[config.mk]
export PLATFORM = sky130hd
export DESIGN_NAME = axis_chk_lfsr
export DESIGN_NICKNAME = d
export VERILOG_FILES = /design/src/rtl/axis_chk_lfsr.sv
export SDC_FILE = /design/constraint.sdc
export NUM_CORES = 1
export LEC_CHECK = 0
export BUFFER_PORTS_ARGS = -buffer_cell sky130_fd_sc_hd__buf_2
export CAP_MARGIN = 0
export CORE_AREA = 10 10 47 49
export CTS_CLUSTER_SIZE = 8
export DETAILED_ROUTE_END_ITERATION = 8
export DIE_AREA = 0 0 57 59
export GPL_ROUTABILITY_DRIVEN = 0
export PLACE_DENSITY_LB_ADDON = 0.3
export REMOVE_ABC_BUFFERS = 1
export SYNTH_ARGS = -nofsm -noshare
export SYNTH_HDL_FRONTEND = slang
export SYNTH_SLANG_ARGS = --single-unit
[constraint.sdc]
create_clock -name clk -period 2 [get_ports clk]
set_clock_uncertainty 0.05 [all_clocks]
set_input_delay 0.1 -clock clk [delete_from_list [all_inputs] [get_ports clk]]
set_output_delay 0.1 -clock clk [all_outputs]
set_load 0.03 [all_outputs]
[src/rtl/axis_chk_lfsr.sv]
// 16-bit Fibonacci LFSR (taps 16,14,13,11) used to throttle the sink's ready.
module axis_chk_lfsr #(
    parameter logic [15:0] SEED = 16'hACE1
) (
    input  logic        clk,
    input  logic        reset,
    output logic [15:0] o_state
);
    logic [15:0] r_lfsr;
    logic        w_fb;

    assign w_fb    = r_lfsr[15] ^ r_lfsr[13] ^ r_lfsr[12] ^ r_lfsr[10];
    assign o_state = r_lfsr;

    // Reload the seed on reset, otherwise shift one step every cycle.
    always_ff @(posedge clk) begin
        if (reset) r_lfsr <= SEED;
        else       r_lfsr <= {r_lfsr[14:0], w_fb};
    end
endmodule

==> out/metrics.cfg <==
[floorplan]
die_w_um=57
rows=14
coreArea_mm2=0.00140
die_area_mm2=0.00336
num_io_pins=18
initial_core_util_pct=32.4
die_h_um=59

[global_routing]
grt_max_degree=17
grt_pass1_vias=277
grt_use_total_pct=5.05
grt_pass1_wl_mm=1.25
grt_overflow=0
antenna_found_initial=0

[sta]
max_freq_mhz=993
fin_hold_ws_ps=96.9
min_period_over_period_pct=50.4
tns_ps=0
worst_pin_slew_ps=231
finalHoldViolations=0
slew_headroom_pct=84.6
maxSlewViolCount=0
rsz0062_at_grt=no
setup_viol=0
fin_crit_ps=1010

[final_layout]
largest_reg_flops=16
syn2layout_area_growth_pct=29.5
multi_input_area_um2=126
ff_latch_area_um2=320
final_cell_mix=17 x buf_2, 16 x dfxtp_1, 8 x nor2b_1
diodes=0
drive_gt1_share_pct=37.5
fillers=147
final_common_cell=buf_2
fin_cells=72
nNetsFinal=59

[yosys]
ys_warn_count=0
ys_types=7
synthesis.instances=36
synthesis.area_um2=454
avgSynthCellArea_um2=12.6
synth-seq-cells=16
ys_seq_area_share_pct=70.5

[routing]
drc=0
dr.pass1.iters=4
ant_nets=0
wirelength_um=803
detail_route.wl_per_cell_um=11.2
drt_iter0_markers=1
avgViaCountPerCell=3.92
vias=282

[place]
placed_cells=68
io_buffers=17
dp_hpwl_um=601

[clocking]
cts_tree=yes
ctsLongestPathBuffers=2
ctsResizeCount=0
holdBufCountCts=0
clock_latency_ps=280
post_cts_buffers=0
cts.clk_slew.worst_paths_ps=90
numCtsBuffers=3
cts.sinks=16
htreeDepth=1
cts_root_buf=clkbuf_4

[worst_setup_path]
worstPathBufferInverterCount=1
crit_type=flip-flop to output port
cp.arrival_ps=860
cp_top_family=flip-flops
slowest_delay_ps=370
path_cells=buf_2
slowest_stage=dfxtp_1
cp-end-kind=output port
cp.required_ps=1850
cp_max_fo=3
startpoint_type=flip-flop

[min_path]
hold_class=input pin to flip-flop

[pwr]
p_leak_uw=0.000265
p_sw_share_pct=26.0
power.density_mw_per_mm2=1110
ir_worst_vdd_mv=0.523
p_sw_uw=170
pwr-share-comb_pct=14.9
clockPowerShare_pct=31.2
seqPwrFrac_pct=53.9
power.internal_uw=484

[run]
cap_violations=0

[outcome]
status=finished clean

## path summary, 6_finish.rpt
check | to | slack (ps) | startpoint | cells after the start
min | o_state[14]$_SDFF_PP0_ | 100 | reset | 2
min reg2reg | o_state[7]$_SDFF_PP1_ | 380 | o_state[6]$_SDFF_PP1_ | 1
max | o_state[13] | 990 | o_state[13]$_SDFF_PP1_ | 1
max reg2reg | o_state[0]$_SDFF_PP1_ | 1100 | o_state[12]$_SDFF_PP0_ | 3
## cell usage after synthesis
| cell type | count | area, um2 |
|---|---|---|
| nor2b_1 | 8 | 50.1 |
| xnor2_1 | 1 | 8.76 |
| dfxtp_1 | 16 | 320 |
| or2_1 | 7 | 43.8 |
| nand2b_1 | 1 | 6.26 |
| buf_4 | 1 | 7.51 |
| xor2_1 | 2 | 17.5 |
## final cells by class
type	instances	area share [%]
clock buffers	4	6.17
flip-flops and latches	16	54.5
repair buffers	17	14.5
multi-input cells	19	21.5
well taps	16	3.40
## power by group through the flow
stage / combinational, uW / clock, uW / sequential [uW]
2_1_floorplan: 21.4 / 0 / 406
3_3_place_gp: 98.8 / 0 / 361
3_5_place_dp: 99.5 / 0 / 360
4_1_cts: 99.9 / 217 / 353
5_1_grt: 104 / 230 / 355
6_report: 97.4 / 204 / 352
## logic make-up after synthesis
kind of cell	Yosys count	synth area share, %
XOR/XNOR	3	5.79
buffers and inverters	1	1.65
flip-flops	16	70.5
AND/OR/NAND/NOR	16	22.0
## per-stage QoR
step	utilization, %	instance area [um2]	total power, uW	setup slack, ps
finish	42.0	588	654	992
floorplan	-	447	427	945
CTS	42.0	588	670	967
global route	42.0	588	690	918
global placement	39.4	552	460	1100
detailed placement	39.4	552	459	1110
## layer usage
layer	vias up	wire length (um)	global-route usage, %	share of wire [%]
met5	-	0	0	0
met4	0	0	2.01	0
met3	0	122	6.01	15
met2	15	306	6.05	38
met1	120	373	5.22	46
li1	147	-	-	-
No activity file was read; power rests on OpenSTA's default activity.
